### src/rtl/reset_sequencer.sv
// Staged reset release sequencer. It holds every domain in reset, then releases the domains
// one at a time. Each domain must return its acknowledge before the next domain is released.
// It also supports a soft re-sequence request, and it latches a fault on an ack timeout.
module reset_sequencer #(
  parameter int unsigned NUM_STAGES  = 4,
  parameter int unsigned HOLD_CYCLES = 16,
  parameter int unsigned STAGE_GAP   = 8,
  parameter int unsigned ACK_TIMEOUT = 1024
) (
  input  logic                  i_clk,
  input  logic                  i_rstn,
  input  logic                  i_soft_rst_req,
  input  logic [NUM_STAGES-1:0] i_stage_ack,
  output logic [NUM_STAGES-1:0] o_rstn_stage,
  output logic                  o_all_ready,
  output logic                  o_busy,
  output logic                  o_timeout,
  output logic [3:0]            o_fault_stage
);

  localparam int unsigned MaxHg  = (HOLD_CYCLES > STAGE_GAP) ? HOLD_CYCLES : STAGE_GAP;
  localparam int unsigned CntMax = (MaxHg > ACK_TIMEOUT) ? MaxHg : ACK_TIMEOUT;
  localparam int unsigned CntW   = $clog2(CntMax + 1);

  localparam logic [CntW-1:0] HoldLast  = CntW'(HOLD_CYCLES - 1);
  localparam logic [CntW-1:0] GapLast   = CntW'(STAGE_GAP);
  localparam logic [CntW-1:0] AckLast   = CntW'(ACK_TIMEOUT - 1);
  localparam logic [3:0]      LastStage = 4'(NUM_STAGES - 1);

  typedef enum logic [2:0] {
    StAssert,
    StHold,
    StRelease,
    StWaitAck,
    StGap,
    StReady,
    StFault
  } state_e;

  state_e                  state_q, state_d;
  logic [CntW-1:0]         cnt_q, cnt_d;
  logic [3:0]              k_q, k_d;
  logic [NUM_STAGES-1:0]   rstn_q, rstn_d;
  logic [NUM_STAGES-1:0]   ack_meta_q, ack_s_q;
  logic [NUM_STAGES-1:0]   stage_sel;
  logic                    ack_k;

  // Two-flop synchronizer for the acks returned by the domains.
  always_ff @(posedge i_clk or negedge i_rstn) begin
    if (!i_rstn) begin
      ack_meta_q <= '0;
      ack_s_q    <= '0;
    end else begin
      ack_meta_q <= i_stage_ack;
      ack_s_q    <= ack_meta_q;
    end
  end

  // One-hot select of the current stage, kept in range for NUM_STAGES < 16.
  always_comb begin
    stage_sel = '0;
    for (int i = 0; i < int'(NUM_STAGES); i++) begin
      stage_sel[i] = (k_q == 4'(i));
    end
  end

  assign ack_k = |(ack_s_q & stage_sel);

  // Sequencer state, counter, stage index and the registered reset outputs.
  always_ff @(posedge i_clk or negedge i_rstn) begin
    if (!i_rstn) begin
      state_q <= StAssert;
      cnt_q   <= '0;
      k_q     <= '0;
      rstn_q  <= '0;
    end else begin
      state_q <= state_d;
      cnt_q   <= cnt_d;
      k_q     <= k_d;
      rstn_q  <= rstn_d;
    end
  end

  // Next-state logic. The soft request overrides every state.
  always_comb begin
    state_d = state_q;
    cnt_d   = cnt_q;
    k_d     = k_q;
    rstn_d  = rstn_q;
    if (i_soft_rst_req) begin
      state_d = StAssert;
      cnt_d   = '0;
      k_d     = '0;
      rstn_d  = '0;
    end else begin
      unique case (state_q)
        StAssert: begin
          cnt_d   = '0;
          k_d     = '0;
          rstn_d  = '0;
          state_d = StHold;
        end
        StHold: begin
          if (cnt_q == HoldLast) begin
            cnt_d   = '0;
            state_d = StRelease;
          end else begin
            cnt_d = cnt_q + 1'b1;
          end
        end
        StRelease: begin
          rstn_d  = rstn_q | stage_sel;
          cnt_d   = '0;
          state_d = StWaitAck;
        end
        StWaitAck: begin
          // The first WAIT_ACK cycle ignores the ack, so the freshly released rstn can reach the
          // domain. An ack on the final counted cycle still beats the timeout.
          if (ack_k && (cnt_q != '0)) begin
            cnt_d   = '0;
            state_d = (k_q == LastStage) ? StReady : StGap;
          end else if (cnt_q == AckLast) begin
            state_d = StFault;
          end else begin
            cnt_d = cnt_q + 1'b1;
          end
        end
        StGap: begin
          if (cnt_q == GapLast) begin
            cnt_d   = '0;
            k_d     = k_q + 1'b1;
            state_d = StRelease;
          end else begin
            cnt_d = cnt_q + 1'b1;
          end
        end
        StReady: begin
          // A domain that drops its ack forces a full re-sequence.
          if (ack_s_q != '1) begin
            rstn_d  = '0;
            state_d = StAssert;
          end
        end
        StFault: begin
          state_d = StFault;
        end
        default: begin
          state_d = StAssert;
        end
      endcase
    end
  end

  assign o_rstn_stage  = rstn_q;
  assign o_all_ready   = (state_q == StReady);
  assign o_busy        = (state_q != StReady) && (state_q != StFault);
  assign o_timeout     = (state_q == StFault);
  assign o_fault_stage = (state_q == StFault) ? k_q : 4'd0;

endmodule

### config.mk
export PLATFORM = sky130hd
export DESIGN_NAME = reset_sequencer
export DESIGN_NICKNAME = d
export VERILOG_FILES = /design/src/rtl/reset_sequencer.sv
export SDC_FILE = /design/constraint.sdc
export NUM_CORES = 1
export LEC_CHECK = 0
export CAP_MARGIN = 0
export CORE_ASPECT_RATIO = 0.9
export CORE_MARGIN = 3
export CORE_UTILIZATION = 50
export DETAILED_ROUTE_END_ITERATION = 8
export GPL_TIMING_DRIVEN = 0
export PLACE_DENSITY = 0.81
export SYNTH_ARGS = -nofsm -noshare
export SYNTH_HDL_FRONTEND = slang
export SYNTH_SLANG_ARGS = --single-unit
### constraint.sdc
create_clock -name i_clk -period 1.9 [get_ports i_clk]
set_input_delay 0.285 -clock i_clk [delete_from_list [all_inputs] [get_ports i_clk]]
set_output_delay 0.285 -clock i_clk [all_outputs]
set_load 0.02 [all_outputs]
# Yosys cells after proc, flatten, opt, wreduce, memory -nomap -nowiden

Index checks and enable logic that the tools add are counted.
Widths: inputs -> output; s select.

Register bits: 30
Output and inout bits: 11
Logic and storage cells: 65

Add/sub/neg operators: 2
Equal/unequal tests: 20
Muxes and demuxes: 21
Bitwise operators: 2
Reduce and logical (&&, ||, !) cells: 14

Operators with widths:

| cell                  | number |
|---|---|
| $mux 11               | 5 |
| $pmux 11 s4           | 1 |
| $eq 11x4->1 const B   | 2 |
| $pmux 3 s7            | 1 |
| $mux 4                | 5 |
| $mux 3                | 6 |
| $ne 3x3->1 const B    | 4 |
| $ne 4x4->1 const B    | 3 |
| $pmux 4 s3            | 1 |
| $add 11x1->11 const B | 1 |
| $eq 11x10->1 const B  | 1 |
| $reduce_bool 11->1    | 1 |
| $eq 3x3->1 const B    | 3 |
| $eq 4x2->1 const B    | 2 |
| $pmux 4 s2            | 1 |
| $eq 3x2->1 const B    | 2 |
| $reduce_and 2->1      | 3 |
| $reduce_bool 5->1     | 1 |
| $add 4x1->4 const B   | 1 |
| $and 4x4->4           | 1 |
| $eq 4x1->1 const B    | 1 |
| $logic_not 4->1       | 1 |
| $or 4x4->4            | 1 |
| $reduce_and 4->1      | 1 |
| 9 further kinds       | 10 |

# Depth between registers and ports, before layout

Gate-level depths: netlist (run 1).

Word-level depth: 7
Depth in mapped cells: 8
Depth with buffers taken out: 8

# Worst setup path before layout (run 1)

Ideal clock, no wire load.

Kind: register to register
From: register cnt_q[6]
To: register cnt_q[5]
Setup time: 0.126 ns
Arrival: 1.817 ns
Required time: 1.774 ns
Setup slack: -0.043 ns
Cell stages (with the launch flop): 7
Buffers on the path: 0
Cells stage by stage: dfrtp_1 -> nor4_4 -> nand4b_1 -> a31oi_4 -> a31o_4 -> nor2_4 -> a221o_1

Cells in the longest elaborated chain, start to end: 5

RTL lines:

| item                   | line | text |
|---|---|---|
| from (decl)            | 41   | `logic [CntW-1:0] cnt_q, cnt_d;` |
| from (signal assigned) | 78   | `cnt_q <= cnt_d;` |
| $reduce_bool 11->1     | 119  | `if (ack_k && (cnt_q != '0)) begin` |
| $logic_and 1x1->1      | 119  |  |
| $mux 11                | 119  |  |
| $pmux 11 s4            | 96   | `unique case (state_q)` |
| $mux 11                | 90   | `if (i_soft_rst_req) begin` |

Several ways; a longest one is shown, not always the timed one.
A chain may end at the register's enable or synchronous reset.

# Worst setup path in the final report (run 1)

From: register cnt_q[1]
To: register cnt_q[10]

Cells in the longest elaborated chain, start to end: 5

RTL lines:

| item                                                       | line |
|---|---|
| $add 11x1->11 / $reduce_bool 11->1 (equally long branches) | n/a |
| $mux 11 / $logic_and 1x1->1 (equally long branches)        | 122, 119 |
| $mux 11                                                    | 119 |
| $pmux 11 s4                                                | 96 |
| $mux 11                                                    | 90 |

Several ways; a longest one is shown, not always the timed one. The select of a mux whose other input is x is not followed.

==> results.py, run 1 <==
metrics = {
    "worst_setup_path": {
        "required_ns": 2.07,
        "critPathLaunchType": "flip-flop",
        "rrSetupSlack_ns": -0.27,
        "path_max_fanout": 5,
        "path_class": "flip-flop to flip-flop",
        "crit_arrival_ns": 2.34,
        "crit_path_end_kind": "flip-flop",
        "ff2ff_path_depth": 11,
    },
    "cells_and_area": {
        "nets": 247,
        "fin_util": 0.778,
        "antenna_cells": 0,
        "drive_above_1_share": 0.409,
        "layout_common_cells": "buf_4 (26), nor2_1 (23), dfrtp_1 (23)",
        "fillers": 169,
        "fin_cells": 277,
        "layout_commonest_cell": "buf_4",
        "multiInputGateArea_um2": 1070,
        "synthToLayoutAreaGrowth_pct": 44.8,
        "regArea_um2": 759,
        "fin_area_um2": 2460,
    },
    "routing": {
        "dr.first_iter.drc_count": 226,
        "via_count": 1779,
        "via_per_inst": 6.42,
        "dr.pass1.iters": 5,
        "wl_per_cell_um": 21.1,
        "postRouteAntennaNets": 0,
        "wl_um": 5830,
        "drc": 0,
    },
    "global_routing": {
        "antenna_found_initial": 0,
        "grt_max_degree": 31,
        "first_global_vias": 1654,
        "grt.total_usage": 0.273,
        "overflow": 0,
        "grt_pass1_wl_um": 8160,
    },
    "timing": {
        "clock_skew_ns": 0.0198,
        "slew_viol_final": 0,
        "hold_violations": 0,
        "tns_ns": -2.53,
        "setup_viol": 15,
        "tightest_slew_ns": 0.662,
        "setup_ws_ns": -0.274,
        "min_period_ns": 2.17,
        "max_freq_mhz": 460,
        "period_share": 1.14,
        "slew_headroom": 0.559,
        "rsz0062_at_grt": "yes",
        "whs_ns": 0.0148,
    },
    "run_status": {
        "violations": "setup timing",
        "status": "finished, violations left",
    },
    "power": {
        "power_mw": 2.92,
        "total_leakage_power_nw": 1.08,
        "vdd_drop_max_mv": 1.04,
        "powerDensity_nw_per_um2": 1190,
    },
    "cts": {
        "cts_sinks": 30,
        "cts.path.max_buffers": 2,
        "root_buffer": "clkbuf_8",
        "clk-insertion-delay-late_ns": 0.30,
        "cts_tree": "yes",
        "cts.clk_slew.worst_paths_ns": 0.08,
        "cts_made_buffers": 5,
        "htree_num_levels": 2,
    },
    "synthesis": {
        "synth_compound_area_frac": 0.197,
        "synth-seq-area-share": 0.442,
        "synthMuxAreaShare": 0.0125,
        "ys_ff_latch": 30,
        "synthArstFlopShare": 1.00,
        "syn_nets": 193,
        "synth-edff-count": 0,
        "yosys_warnings": 0,
        "syn-cell-area_um2": 1700,
        "synth-xor-area-share": 0.00515,
        "synth-adder-area-share": 0.0442,
        "synth_top_family_by_area": "simple AND/OR/NAND/NOR gates",
        "synth.distinct_cells": 47,
        "synthFlopType": "dfrtp_1",
        "synthSimpleGateAreaFrac": 0.277,
        "syn_area_per_cell_um2": 9.44,
        "netlist_instances": 180,
    },
    "floorplanning": {
        "start_util": 0.537,
        "die_w_um": 67.4,
        "io_pins": 18,
        "core_um2": 3160,
        "placementRows": 19,
        "die_height_um": 61.3,
        "dieArea_um2": 4130,
    },
    "placed_design": {
        "place_hpwl_um": 2620,
        "dpl_worst_slack_ns": -0.296,
        "routabilityCongestion": 0.881,
        "dp.cells": 239,
        "io_buffers": 17,
        "place_area_um2": 1930,
    },
    "min_path": {
        "min_path_type": "primary input to asynchronous set/reset pin",
    },
    "run": {
        "drv_cap": 0,
    },
}
==> area by class of cell <==
class                      count  share of cell area
buffer                         5              0.0112
clock buffer                   6              0.0336
clock inverter                 2              0.0244
inverter                       4             0.00610
multi-input combinational    140               0.433
sequential                    30               0.309
tap                           42              0.0214
timing repair buffer          48               0.162
==> cells by family after synthesis <==
family | Yosys count
mux | 2
fa+ha+maj | 6
buf+inv | 10
flops | 30
xor+xnor | 1
simple gates | 88
compound gates | 43
==> state kept, by name, indices dropped and copies added (netlist names) <==
name,flops
ack_meta_q,4
ack_s_q,4
cnt_q,11
k_q,4
o_rstn_stage,4
state_q,3
==> worst paths after layout <==
check                              start         endpoint
setup / recovery                cnt_q[1]        cnt_q[10]
hold / removal                    i_rstn  o_rstn_stage[2]
setup reg to reg                cnt_q[1]        cnt_q[10]
hold reg to reg            ack_meta_q[2]       ack_s_q[2]
max in group asynchronous         i_rstn       state_q[2]
min in group i_clk         ack_meta_q[2]       ack_s_q[2]
==> per-layer routing <==
metal  share of wire  GRT usage  vias up
met5               0          0        -
met4           0.063      0.185        0
met3           0.085     0.0584       44
met2            0.48      0.443      120
met1            0.37      0.329      855
li1                -          -      760
==> cell usage after synthesis (5+ instances only) <==
library cell | count | area [µm²]
nor2_1 | 24 | 90.1
a22oi_1 | 5 | 37.5
nor2b_1 | 6 | 37.5
ha_1 | 6 | 75.1
clkbuf_1 | 5 | 18.8
nand3_1 | 10 | 50.1
dfrtp_1 | 30 | 751
o21ai_0 | 10 | 50.1
a21oi_1 | 7 | 35.0
nand2_1 | 15 | 56.3
nor3_1 | 6 | 30.0
==> timing repair <==
item,CTS,global route
hold buffers,0,0
pin swaps,16,13
setup buffers,23,8
gates resized for setup,41,30
setup endpoints to repair,21,25
==> power breakdown <==
group          switching [mW]  total [mW]  internal (mW)
clock                   0.259       0.818          0.560
combinational           0.708        1.33          0.619
sequential             0.0702       0.773          0.703
==> critical path: stages (launching register included) <==
cell	delay, ns
dfrtp_1	0.41
inv_2	0.11
ha_4	0.14
nor2b_4	0.13
nand4b_1	0.21
a31oi_4	0.28
buf_6	0.13
a31o_4	0.19
buf_4	0.14
buf_6	0.10
nor3_2	0.04
a21o_1	0.16
Note: power is estimated with default switching activity, not from simulation.
==> run 2: changes to the inputs <==
SETUP_SLACK_MARGIN = 0.15   (was not set)
==> results.py, run 2 (synthesis gave the netlist of run 1 again) <==
metrics = {
    "run_status": {
        "status": "finished, violations left",
        "violations": "setup timing",
    },
    "timing": {
        "setup_ws_ns": -0.232,
        "whs_ns": 0.0230,
        "tightest_slew_ns": 0.782,
        "min_period_ns": 2.13,
        "clock_skew_ns": 0.00677,
        "rsz0062_at_grt": "yes",
        "setup_viol": 12,
        "slew_viol_final": 0,
        "max_freq_mhz": 469,
        "slew_headroom": 0.478,
        "period_share": 1.12,
        "hold_violations": 0,
        "tns_ns": -2.03,
    },
    "routing": {
        "via_per_inst": 6.12,
        "wl_um": 5100,
        "dr.first_iter.drc_count": 203,
        "wl_per_cell_um": 18.5,
        "dr.pass1.iters": 5,
        "postRouteAntennaNets": 0,
        "drc": 0,
        "via_count": 1683,
    },
    "cells_and_area": {
        "regMostFlops": "cnt_q",
        "synthToLayoutAreaGrowth_pct": 45.9,
        "multiInputGateArea_um2": 1090,
        "nets": 245,
        "layout_commonest_cell": "dfrtp_1",
        "fin_cells": 275,
        "fin_area_um2": 2480,
        "drive_above_1_share": 0.429,
        "layout_common_cells": "dfrtp_1 (22), nor2_1 (21), buf_4 (19)",
        "antenna_cells": 0,
        "regArea_um2": 761,
        "fin_util": 0.784,
        "fillers": 172,
        "largest_reg_flops": 11,
    },
    "cts": {
        "hold_buffers": 0,
        "cts_made_buffers": 5,
        "cts.clk_slew.worst_paths_ns": 0.07,
        "cts_sinks": 30,
        "cts.path.max_buffers": 2,
        "clk-insertion-delay-late_ns": 0.29,
        "root_buffer": "clkbuf_8",
        "cts_tree": "yes",
        "htree_num_levels": 2,
    },
    "worst_setup_path": {
        "rr_endpoint": "cnt_q[2]",
        "crit_path_end_kind": "flip-flop",
        "critPathLaunchType": "flip-flop",
        "path_class": "flip-flop to flip-flop",
        "path_max_fanout": 7,
        "crit_arrival_ns": 2.31,
        "slowest_delay_ns": 0.45,
        "required_ns": 2.08,
        "slowest_stage": "dfrtp_1",
        "crit_path_end": "cnt_q[2]",
        "crit_top_cell": "a31oi_4",
        "r2r-start": "cnt_q[1]",
        "path_cells": "inv_2, ha_4, nor2b_4, nand4b_1, a31oi_4, buf_6, a31oi_4, o21ai_0, a22o_2",
        "crit_start": "cnt_q[1]",
        "ff2ff_path_depth": 9,
        "rrSetupSlack_ns": -0.23,
    },
    "global_routing": {
        "grt_pass1_wl_um": 7160,
        "overflow": 0,
        "first_global_vias": 1466,
        "grt.total_usage": 0.236,
        "antenna_found_initial": 0,
        "grt_max_degree": 31,
    },
    "floorplanning": {
        "dieArea_um2": 4130,
        "core_um2": 3160,
        "io_pins": 18,
        "die_w_um": 67.4,
        "die_height_um": 61.3,
        "placementRows": 19,
        "start_util": 0.537,
    },
    "run": {
        "drv_cap": 0,
    },
    "placed_design": {
        "place_area_um2": 1940,
        "io_buffers": 17,
        "dpl_worst_slack_ns": -0.281,
        "routabilityCongestion": 0.872,
        "dp.cells": 239,
        "place_hpwl_um": 2610,
    },
    "power": {
        "power_mw": 2.68,
        "powerDensity_nw_per_um2": 1080,
        "vdd_drop_max_mv": 0.849,
        "total_leakage_power_nw": 1.07,
    },
    "min_path": {
        "min_path_type": "primary input to asynchronous set/reset pin",
    },
}
-- run 2: changes by cell type in the layout (fill, tap and decap cells not counted), moves of 3 or more --
cell / previous run / this run
buf_2: 1 / 4
buf_4: 26 / 19
buf_6: 4 / 14
clkbuf_2: 6 / 1
-- run 2: timing repair --
item / in CTS / in global routing
pin swaps: 12 / 18
resized for setup: 66 / 39
setup endpoints to repair: 26 / 28
setup buffers: 17 / 11
-- run 2: layout make-up --
cell class	count	area share
inverter	4	0.00606
clock inverter	2	0.00505
buffer	6	0.0202
multi-input combinational	140	0.440
sequential	30	0.307
clock buffer	6	0.0333
timing repair buffer	45	0.167
tap	42	0.0212
-- run 2: worst max-delay path: cells and delay by family, from the launching register on --
kind | cells | cell delay [ns]
buffers and inverters | 2 | 0.25
flip-flops | 1 | 0.45
AND/OR/NAND/NOR | 2 | 0.28
AO/OA/AOI/OAI | 4 | 0.89
adder cells (fa/ha/maj) | 1 | 0.16
-- run 2: where the power goes --
part	internal, mW	switching [mW]
sequential	0.707	0.0829
combinational	0.659	0.688
clock	0.291	0.255
total	1.66	1.03
-- run 2: how the worst min path moves through the flow --
| stage | startpoint | end | cells past startpoint |
|---|---|---|---|
| 3_5_place_dp | ack_meta_q[3] | ack_s_q[3] | 0 |
| 5_1_grt | i_rstn | k_q[2] | 1 |
| 2_1_floorplan | i_rstn | ack_meta_q[0] | 0 |
| 3_3_place_gp | ack_meta_q[2] | ack_s_q[2] | 0 |
| 4_1_cts | ack_meta_q[3] | ack_s_q[3] | 0 |
| 6_report | i_rstn | k_q[2] | 1 |
-- run 2: metal layers --
layer / vias to the layer above / global-route usage / wire length (µm)
li1: 764 / - / -
met1: 800 / 0.317 / 2140
met2: 100 / 0.381 / 2390
met3: 19 / 0.0584 / 392
met4: 0 / 0.0723 / 169
met5: - / 0 / 0
